`src/rtl/apu_noise_div_ctrl.sv`:
```
// Noise channel period divider with a 15-bit LFSR.
// Ports: CLK/rst, en strobe, run enable, register write (wr, wr_period, wr_mode); tick, rnd, lfsr, cnt.
module apu_noise_div_ctrl #(
  parameter bit RELOAD_ON_WRITE = 1'b0
) (
  input  logic        CLK,
  input  logic        rst,
  input  logic        en,
  input  logic        run,
  input  logic        wr,
  input  logic [3:0]  wr_period,
  input  logic        wr_mode,
  output logic        tick,
  output logic        rnd,
  output logic [14:0] lfsr,
  output logic [10:0] cnt
);

  typedef enum logic {
    ST_STOP,
    ST_RUN
  } state_t;

  state_t      state_q, state_d;
  logic [3:0]  period_q, period_d;
  logic        mode_q, mode_d;
  logic [10:0] cnt_d;
  logic [14:0] lfsr_d;
  logic        tick_d;
  logic        wrap;
  logic        fb;

  function automatic logic [10:0] reload(input logic [3:0] idx);
    logic [10:0] r;
    case (idx)
      4'd0:    r = 11'd1;
      4'd1:    r = 11'd3;
      4'd2:    r = 11'd7;
      4'd3:    r = 11'd15;
      4'd4:    r = 11'd31;
      4'd5:    r = 11'd47;
      4'd6:    r = 11'd63;
      4'd7:    r = 11'd79;
      4'd8:    r = 11'd100;
      4'd9:    r = 11'd126;
      4'd10:   r = 11'd189;
      4'd11:   r = 11'd253;
      4'd12:   r = 11'd380;
      4'd13:   r = 11'd507;
      4'd14:   r = 11'd1016;
      default: r = 11'd2033;
    endcase
    return r;
  endfunction

  assign rnd  = lfsr[0];
  assign wrap = en && (cnt == 11'd0);
  // The step always uses the mode in force before any coincident write.
  assign fb   = lfsr[0] ^ (mode_q ? lfsr[6] : lfsr[1]);

  always_comb begin
    state_d  = state_q;
    period_d = wr ? wr_period : period_q;
    mode_d   = wr ? wr_mode : mode_q;
    cnt_d    = cnt;
    lfsr_d   = lfsr;
    tick_d   = 1'b0;
    case (state_q)
      ST_STOP: begin
        cnt_d = reload(period_d);
        if (run) state_d = ST_RUN;
      end
      default: begin
        if (!run) begin
          // Stopping takes priority over a simultaneous wrap.
          state_d = ST_STOP;
          cnt_d   = reload(period_d);
        end else if (wrap) begin
          cnt_d  = reload(period_d);
          lfsr_d = {fb, lfsr[14:1]};
          tick_d = 1'b1;
        end else if (wr && RELOAD_ON_WRITE) begin
          cnt_d = reload(wr_period);
        end else if (en) begin
          cnt_d = cnt - 11'd1;
        end
      end
    endcase
  end

  always_ff @(posedge CLK or posedge rst) begin
    if (rst) begin
      state_q  <= ST_STOP;
      period_q <= 4'd0;
      mode_q   <= 1'b0;
      cnt      <= 11'd1;
      lfsr     <= 15'h0001;
      tick     <= 1'b0;
    end else begin
      state_q  <= state_d;
      period_q <= period_d;
      mode_q   <= mode_d;
      cnt      <= cnt_d;
      lfsr     <= lfsr_d;
      tick     <= tick_d;
    end
  end

endmodule

```
`config.mk`:
```
export PLATFORM = sky130hd
export DESIGN_NAME = apu_noise_div_ctrl
export DESIGN_NICKNAME = d
export VERILOG_FILES = /design/src/rtl/apu_noise_div_ctrl.sv
export SDC_FILE = /design/constraint.sdc
export NUM_CORES = 1
export LEC_CHECK = 0
export ABC_AREA = 1
export CAP_MARGIN = 25
export CORE_ASPECT_RATIO = 1.1
export CORE_MARGIN = 2
export CORE_UTILIZATION = 35
export DETAILED_ROUTE_END_ITERATION = 6
export GPL_TIMING_DRIVEN = 0
export PLACE_DENSITY = 0.7
export SETUP_SLACK_MARGIN = 0.15
export SYNTH_ARGS = -nofsm -noshare
export SYNTH_HDL_FRONTEND = slang
export SYNTH_SLANG_ARGS = --single-unit
export TNS_END_PERCENT = 1
```
`constraint.sdc`:
```
create_clock -name CLK -period 1.5 [get_ports CLK]
set_input_delay 0.225 -clock CLK [delete_from_list [all_inputs] [get_ports CLK]]
set_output_delay 0.225 -clock CLK [all_outputs]
set_load 0.02 [all_outputs]
```
==> results of run 1 <==
timing repair:
item	CTS	global route
buffers inserted	1	6
pin swaps	3	7
endpoints found under the setup margin	55	33
gates cloned	0	1
resized for setup	53	23
power breakdown:
group / switching [mW] / leakage, nW / total (mW) / internal, mW
Sequential: 0.0834 / 0.407 / 1.04 / 0.958
Clock: 0.344 / 0.0574 / 0.884 / 0.540
Combinational: 0.367 / 0.942 / 0.612 / 0.245
synthesized netlist by cell type:
cell type  number  area share [%]
nand2_1       109              21
dfrtp_1        31              40
inv_1          26             5.1
o21ai_0        17             4.4
nand3_1        16             4.2
nor2_1         14             2.7
ha_1            7             4.5
nand2_4         3             1.8
nor2_2          3            0.97
nor2_4          3             1.8
a21oi_1         2            0.52
buf_4           2            0.78
buf_6           2             1.2
dfstp_2         2             2.7
inv_2           2            0.39
nand2_2         2            0.65
nand3b_1        2            0.78
nand4_1         2            0.65
o21ai_2         2            0.91
or2_2           2            0.65
a22oi_1         1            0.39
and3_1          1            0.32
buf_2           1            0.26
nor2_8          1             1.0
o21ai_1         1            0.26
o21ai_4         1            0.84
xnor2_1         1            0.45
xor2_1          1            0.45
registers in the layout, indices dropped and copies added (netlist names):
signal,count
lfsr,15
cnt,11
period_q,4
mode_q,1
state_q,1
tick,1
routing by layer:
metal	vias up	global-route usage [%]
met1	830	19.8
met5	-	0
li1	904	-
met2	30	27.6
met3	8	3.68
met4	0	6.43
cells in the final DEF, fill, tap and decap left out, types with 4 or more instances in the layout:
cell             instances
nor2_2                   4
inv_1                   21
dfrtp_1                 29
nand2_2                  4
ha_1                     5
clkdlybuf4s50_1          8
nand2_1                107
buf_4                    9
nor2_1                  10
inv_2                    4
nor2_4                   6
o21ai_1                  4
nand3_1                 15
o21ai_0                 11
clkbuf_8                 6
dlygate4sd2_1           23
kinds of logic after synthesis:
kind of cell | synth area share [%]
buffers and inverters | 7.65
XOR/XNOR | 0.908
flip-flops | 42.9
AO/OA/AOI/OAI | 7.33
AND/OR/NAND/NOR | 36.6
adder cells (fa/ha/maj) | 4.54
through the flow:
step                hold WS (ps)  worst slack, ps  std cells  TNS [ps]
detailed placement           488             -820        370     -8560
global placement             482             -782        369    -16370
floorplan                    256            -85.3        257     -1130
CTS                          341            -42.7        379      -185
global route                 366             -133        386     -1760
finish                       315            -42.8        386      -221
layout make-up:
class	count	share of cell area, %
sequential	33	30.7
buffer	5	1.71
timing repair buffer	46	16.2
clock inverter	2	1.39
inverter	28	4.35
multi-input combinational	191	39.1
tap	75	3.47
clock buffer	6	3.05
path summary, 6_finish.rpt:
kind / end / slack (ps) / from
max: cnt[4] / -40 / cnt[0]
min: tick / 310 / rst
max reg2reg: cnt[4] / -40 / cnt[0]
min reg2reg: lfsr[0] / 490 / lfsr[0]
max in group asynchronous: lfsr[0] / 590 / rst
min in group CLK: mode_q / 390 / wr
==> impl_metrics.toml, run 1 <==
[global_route]
grt_max_degree = 21
grt_usage_pct = 16.2
antenna_found_initial = 0
grt_pass1_wl_um = 7660
overflow = 0
grt_pass1_vias = 1676

[timing]
worstMarginPinSlew_ps = 624
max_freq_mhz = 648
setup_ws_ps = -42.8
setup_viol = 9
drv_slew = 0
maxSlewHeadroom_pct = 58.3
fin_crit_sh_pct = 103
hold_viol = 0
rsz0062_at_grt = "yes"
final.min_clock_period_ps = 1540
clock-skew-final_ps = 6.01

[floorplan]
core_um2 = 5360
die_w_um = 74.8
rows = 28
die_area_um2 = 6120
io_pins = 38
start_util_pct = 36.0
die_h_um = 81.9

[power_and_ir_drop]
p_leak_nw = 1.41
total_power_mw = 2.54
ir_drop_mv = 0.715
powerDensity_nw_per_um2 = 939

[synth]
synthesis.area_um2 = 1930
avgSynthCellArea_um2 = 7.51
synth_seq_cells = 33
yosys_warnings = 0
syn_inst = 257
seq_area_frac_synth_pct = 42.9
syn_nets = 274
synth_cell_types = 28

[clock_tree]
htree_levels = 2
clock-root-buffer = "clkbuf_8"
hold_buffers = 0
cts_tree = "built"
cts.clk_slew.worst_paths_ps = 70
cts_buffers = 5
clk_latency_ps = 290
cts.path.max_buffers = 2
cts_sinks = 33

[status]
status = "finished with violations"
violations = "setup timing"

[detailed_routing]
via_count = 1772
drt_wl_total_um = 4590
wl_met3_um = 138
via_per_inst = 4.59
drc = 0
wl_met2_um = 2370
highest_layer = "met4"
drt_iter0_markers = 102
wl_met1_um = 2010
wl_per_cell_um = 11.9
antenna_left = 0
dr.pass1.iters = 4

[cells_and_area]
stdcell_area_um2 = 2700
drive_gt1_share_pct = 21.9
n_fill_cell = 512
fin_util_pct = 50.4
regArea_um2 = 831
multi_input_area_um2 = 1060
syn2layout_area_growth_pct = 40.1
diodes = 0
fin_nets = 327

[critical_path]
critPathMaxStageDelay_ps = 550
startpoint_type = "register"
path_max_fanout = 6
arrival_ps = 1770
crit_type = "register to register"
crit_path_top_delay_cell = "dfstp_2"
worstPathRequired_ps = 1730
cp_cell_sequence = "inv_4, ha_4, and3_4, nand2_8, nand2_8, clkbuf_16, nand2_1, nand3_1, nand2_1"
crit_buf_inv = 2
cp_num_cells = 9
cpLargestDelayFamily = "simple AND/OR/NAND/NOR gates"
ff2ff_path_depth = 9
endpoint_kind = "register"

[placed_design]
placed_cell_area_um2 = 2440
place.port_buffers = 37
dp.final_hpwl_um = 3250
place.gp.congestion = 0.781

[worst_hold_path]
hold_path.class = "primary input to async pin"

[run]
drv_cap = 0
No activity file was read; power rests on OpenSTA's default activity.
==> inputs of run 2 (changes only) <==
--- a/config.mk
+++ b/config.mk
@@ -6,7 +6,6 @@
 export NUM_CORES = 1
 export LEC_CHECK = 0
 export ABC_AREA = 1
-export CAP_MARGIN = 25
 export CORE_ASPECT_RATIO = 1.1
 export CORE_MARGIN = 2
 export CORE_UTILIZATION = 35
@@ -14,6 +13,7 @@
 export GPL_TIMING_DRIVEN = 0
 export PLACE_DENSITY = 0.7
 export SETUP_SLACK_MARGIN = 0.15
+export SLEW_MARGIN = 20
 export SYNTH_ARGS = -nofsm -noshare
 export SYNTH_HDL_FRONTEND = slang
 export SYNTH_SLANG_ARGS = --single-unit
==> run 2 against run 1 <==
The run still ends with setup timing left. Critical endpoint is now cnt[2]. Maximum frequency is 1.2% lower. Sequential power hardly changed. Hold slack better by 46 ps. Design area is 1.2% lower. Worst setup slack worse by 19 ps. Non-clock buffer count is 1 lower. Core utilization is 0.61 points lower. Largest power group unchanged. Sequential cell count stayed put. Highest routed layer unchanged. Power is 0.19% lower. Die area stayed put.
==> impl_metrics.toml, run 2 (synthesized netlist as in run 1, its figures left out) <==
[power_and_ir_drop]
ir_drop_mv = 0.543
total_power_mw = 2.53
powerDensity_nw_per_um2 = 948
p_leak_nw = 1.40

[critical_path]
startpoint_type = "register"
crit_path_top_delay_cell = "dfstp_2"
path_max_fanout = 6
worst-r2r-setup-slack_ps = -60
cp_cell_sequence = "inv_4, ha_4, and3_4, nand2_8, nand2_8, clkbuf_16, nand3_1, nand3_1, nand2_1"
endpoint_kind = "register"
worstPathRequired_ps = 1730
crit_start = "cnt[0]"
critPathMaxStageDelay_ps = 560
critPathCapture = "cnt[2]"
crit_type = "register to register"
r2r-end = "cnt[2]"
ff2ff_path_depth = 9
r2r-start = "cnt[0]"
arrival_ps = 1790

[cells_and_area]
drive_gt1_share_pct = 21.6
final_cell_mix = "nand2_1, dfrtp_1, dlygate4sd2_1, inv_1, nand3_1"
largest-register = "lfsr"
largest_reg_flops = 15
diodes = 0
reg_top3 = "lfsr (15), cnt (11), period_q (4)"
syn2layout_area_growth_pct = 38.5
fin_nets = 326
layout_commonest_cell = "nand2_1"

[clock_tree]
cts_tree = "built"
cts.path.max_buffers = 2
cts_sinks = 33
cts_buffers = 5
cts.clk_slew.worst_paths_ps = 70
htree_levels = 2
clk_latency_ps = 290
clock-root-buffer = "clkbuf_8"

[timing]
max_freq_mhz = 640
rsz0062_at_grt = "yes"
worstMarginPinSlew_ps = 678
maxSlewHeadroom_pct = 54.7
totalNegativeSetupSlack_ps = -353
drv_slew = 0
setup_viol = 9
hold_viol = 0
clock-skew-final_ps = 6.72
final.min_clock_period_ps = 1560
setup_ws_ps = -61.9
fin_crit_sh_pct = 104

[detailed_routing]
wl_per_cell_um = 11.8
drt_iter0_markers = 124
drt_wl_total_um = 4550
via_count = 1782
dr.pass1.iters = 4
via_per_inst = 4.63
antenna_left = 0
drc = 0

[worst_hold_path]
hold_path.class = "primary input to async pin"

[global_route]
grt_pass1_wl_um = 7500
grt_pass1_vias = 1600
overflow = 0
antenna_found_initial = 0
grt_usage_pct = 15.9
grt_max_degree = 34

[floorplan]
die_h_um = 81.9
die_w_um = 74.8
core_um2 = 5360
start_util_pct = 36.0
rows = 28
die_area_um2 = 6120
io_pins = 38

[run]
drv_cap = 0

[placed_design]
place.gp.congestion = 0.781
dp.final_hpwl_um = 3140
place.port_buffers = 37

[status]
status = "finished with violations"
violations = "setup timing"
## run 2: cell count changes in the layout (fill, tap and decap cells not counted), moves of 2 or more
cell / before / now
o21ai_0: 11 / 13
o21ai_1: 4 / 2
dfrtp_1: 29 / 26
dfrtp_2: 2 / 5
## run 2: layout make-up
type,instances,area [µm²]
Fill cell,526,2690
Multi-Input combinational cell,191,1040
Sequential cell,33,835
Timing Repair Buffer,45,413
Inverter,28,120
Tap cell,75,93.8
Clock buffer,6,82.6
Buffer,5,50.0
Clock inverter,2,37.5
## run 2: per-layer routing
layer	vias to the layer above	wire [µm]	GRT usage, %
met5	-	0	0
met4	0	60	5.71
met3	8	198	3.56
met2	48	2340	26.1
met1	827	1940	20.6
li1	899	-	-
## run 2: repair_timing
item,4_1_cts,5_1_grt
pin swaps,2,7
buffers inserted,1,6
endpoints found under the setup margin,55,34
gates resized for setup,48,27
gates cloned,0,1
hold buffers,0,0
## run 2: critical path, delay by kind of cell (launching register included)
kind	cells	cell delay (ps)
flops	1	560
buf+inv	2	220
simple gates	6	570
fa+ha+maj	1	140
## run 2: how the worst min path moves through the flow
stage          startpoint       to  slack [ps]  depth (start not counted)
3_3_place_gp       cnt[0]   cnt[0]         480                          2
6_report              rst     tick         360                          2
4_1_cts               rst  lfsr[4]         390                          2
2_1_floorplan         run  state_q         260                          0
5_1_grt               rst     tick         430                          2
3_5_place_dp      lfsr[0]  lfsr[0]         490                          2
## run 2: metrics by stage
stage	instance area (µm²)	utilization (%)	std cells	hold slack (ps)	worst slack, ps
floorplan	1950	-	257	256	-85.3
global placement	2410	45.0	369	482	-782
detailed placement	2410	45.0	369	486	-819
CTS	2520	47.0	378	387	-53.9
global route	2670	49.8	385	434	-171
finish	2670	49.8	385	361	-61.9
## run 2: report_power, final
| group | switching [mW] | internal, mW |
|---|---|---|
| Clock | 0.341 | 0.540 |
| Combinational | 0.364 | 0.245 |
| Sequential | 0.0835 | 0.961 |
==> inputs of run 3 (changes only) <==
--- a/config.mk
+++ b/config.mk
@@ -11,7 +11,7 @@
 export CORE_UTILIZATION = 35
 export DETAILED_ROUTE_END_ITERATION = 6
 export GPL_TIMING_DRIVEN = 0
-export PLACE_DENSITY = 0.7
+export PLACE_DENSITY = 0.58
 export SETUP_SLACK_MARGIN = 0.15
 export SLEW_MARGIN = 20
 export SYNTH_ARGS = -nofsm -noshare
==> run 3 against run 2 <==
The run still ends with setup timing left. Cell count is the same. Hold slack lost 1.2 ps. Global-route usage about the same. Critical path depth is the same. Worst setup slack improved by 21 ps. Maximum frequency up 1.3%. Clock-buffer cell count did not move. Power decreased by 2.0%. Critical path type unchanged. Sequential cell count unchanged.
==> impl_metrics.toml, run 3 (synthesized netlist as in run 1, its figures left out) <==
[timing]
maxSlewHeadroom_pct = 53.2
rsz0062_at_grt = "yes"
max_freq_mhz = 649
fin_crit_sh_pct = 103
clock-skew-final_ps = 7.03
hold_viol = 0
setup_ws_ps = -41.3
drv_slew = 0
final.min_clock_period_ps = 1540
worstMarginPinSlew_ps = 702
fin_hold_ws_ps = 360
setup_viol = 13

[cells_and_area]
drive_gt1_share_pct = 22.6
fin_nets = 326
syn2layout_area_growth_pct = 38.0
largest_reg_flops = 15
largest-register = "lfsr"
final_cell_mix = "nand2_1, dfrtp_1, dlygate4sd2_1, inv_1, nand3_1"
layout_commonest_cell = "nand2_1"
reg_top3 = "lfsr (15), cnt (11), period_q (4)"
diodes = 0

[critical_path]
worstPathRequired_ps = 1730
crit_path_top_delay_cell = "dfstp_2"
arrival_ps = 1770
cp_cell_sequence = "inv_4, ha_4, and3_4, nand2_8, nand2_8, buf_8, o21ai_2, nand2_1, nand2_1"
cp_num_cells = 9
cpLargestDelayFamily = "flip-flops"
path_max_fanout = 7
startpoint_type = "register"
ff2ff_path_depth = 9
crit_start = "cnt[0]"
critPathCapture = "cnt[4]"
worst-r2r-setup-slack_ps = -40
r2r-end = "cnt[4]"
crit_type = "register to register"
endpoint_kind = "register"
crit_buf_inv = 2
critPathMaxStageDelay_ps = 550
r2r-start = "cnt[0]"

[clock_tree]
cts_sinks = 33
cts_tree = "built"
hold_buffers = 0
cts_buffers = 5
cts.path.max_buffers = 2
clock-root-buffer = "clkbuf_8"
clk_latency_ps = 290
htree_levels = 2
cts.clk_slew.worst_paths_ps = 70

[floorplan]
die_h_um = 81.9
rows = 28
die_area_um2 = 6120
core_um2 = 5360
start_util_pct = 36.0
die_w_um = 74.8
io_pins = 38

[global_route]
grt_usage_pct = 16.0
overflow = 0
grt_pass1_wl_um = 7360
grt_pass1_vias = 1567
antenna_found_initial = 0
grt_max_degree = 34

[power_and_ir_drop]
total_power_mw = 2.48
ir_drop_mv = 0.498
powerDensity_nw_per_um2 = 932
p_leak_nw = 1.40

[detailed_routing]
antenna_left = 0
drt_wl_total_um = 4440
drc = 0
dr.pass1.iters = 4
via_per_inst = 4.45
wl_per_cell_um = 11.5
drt_iter0_markers = 85
via_count = 1715

[worst_hold_path]
hold_path.class = "primary input to async pin"

[placed_design]
place.gp.congestion = 0.791
dp.final_hpwl_um = 3090
place.port_buffers = 37

[status]
status = "finished with violations"
violations = "setup timing"

[run]
drv_cap = 0
[run 3: layout make-up]
type	count	area [µm²]
plain buffers	5	50.0
repair buffers	45	405
clock inverters	2	35.0
clock buffers	6	72.6
inverters	28	113
fillers	536	2700
multi-input cells	191	1060
well taps	75	93.8
flip-flops and latches	33	832
[run 3: layer usage]
metal | part of all wire [%] | GRT usage (%) | vias up
li1 | - | - | 901
met1 | 47 | 21.2 | 764
met2 | 47 | 25.0 | 41
met3 | 4.2 | 3.68 | 9
met4 | 2.1 | 6.43 | 0
met5 | 0 | 0 | -
[run 3: worst min path at each step]
stage / from / to / slack [ps] / depth (start not counted)
after global routing: wr / mode_q / 420 / 2
after CTS: wr / mode_q / 370 / 2
final: rst / period_q[0] / 360 / 2
after floorplan: run / state_q / 260 / 0
after detailed placement: lfsr[0] / lfsr[0] / 480 / 2
after global placement: lfsr[0] / lfsr[0] / 480 / 2
[run 3: power by group]
part | internal, mW | switching (mW)
Combinational | 0.244 | 0.365
Clock | 0.493 | 0.344
Sequential | 0.959 | 0.0769
[run 3: worst register-to-register path: cells and delay by family, from the launching register on]
| kind | cells | cell delay, ps |
|---|---|---|
| simple gates | 5 | 480 |
| compound gates | 1 | 110 |
| fa+ha+maj | 1 | 140 |
| flops | 1 | 550 |
| buf+inv | 2 | 190 |
[run 3: per-stage QoR]
step | utilization, % | instance area [µm²] | instances | setup WS [ps] | setup TNS [ps]
final | 49.7 | 2660 | 385 | -41.3 | -247
after global routing | 49.7 | 2660 | 385 | -106 | -1910
after CTS | 47.4 | 2540 | 378 | -38.9 | -135
after detailed placement | 45.0 | 2410 | 369 | -832 | -8910
after global placement | 45.0 | 2410 | 369 | -789 | -17760
after floorplan | - | 1950 | 257 | -85.3 | -1130
[run 3: timing repair]
action | CTS | global route
hold endpoints to repair | 0 | 0
resized for setup | 58 | 14
pin swaps | 9 | 6
setup buffers | 1 | 6
cloned | 0 | 1
setup endpoints to repair | 56 | 32
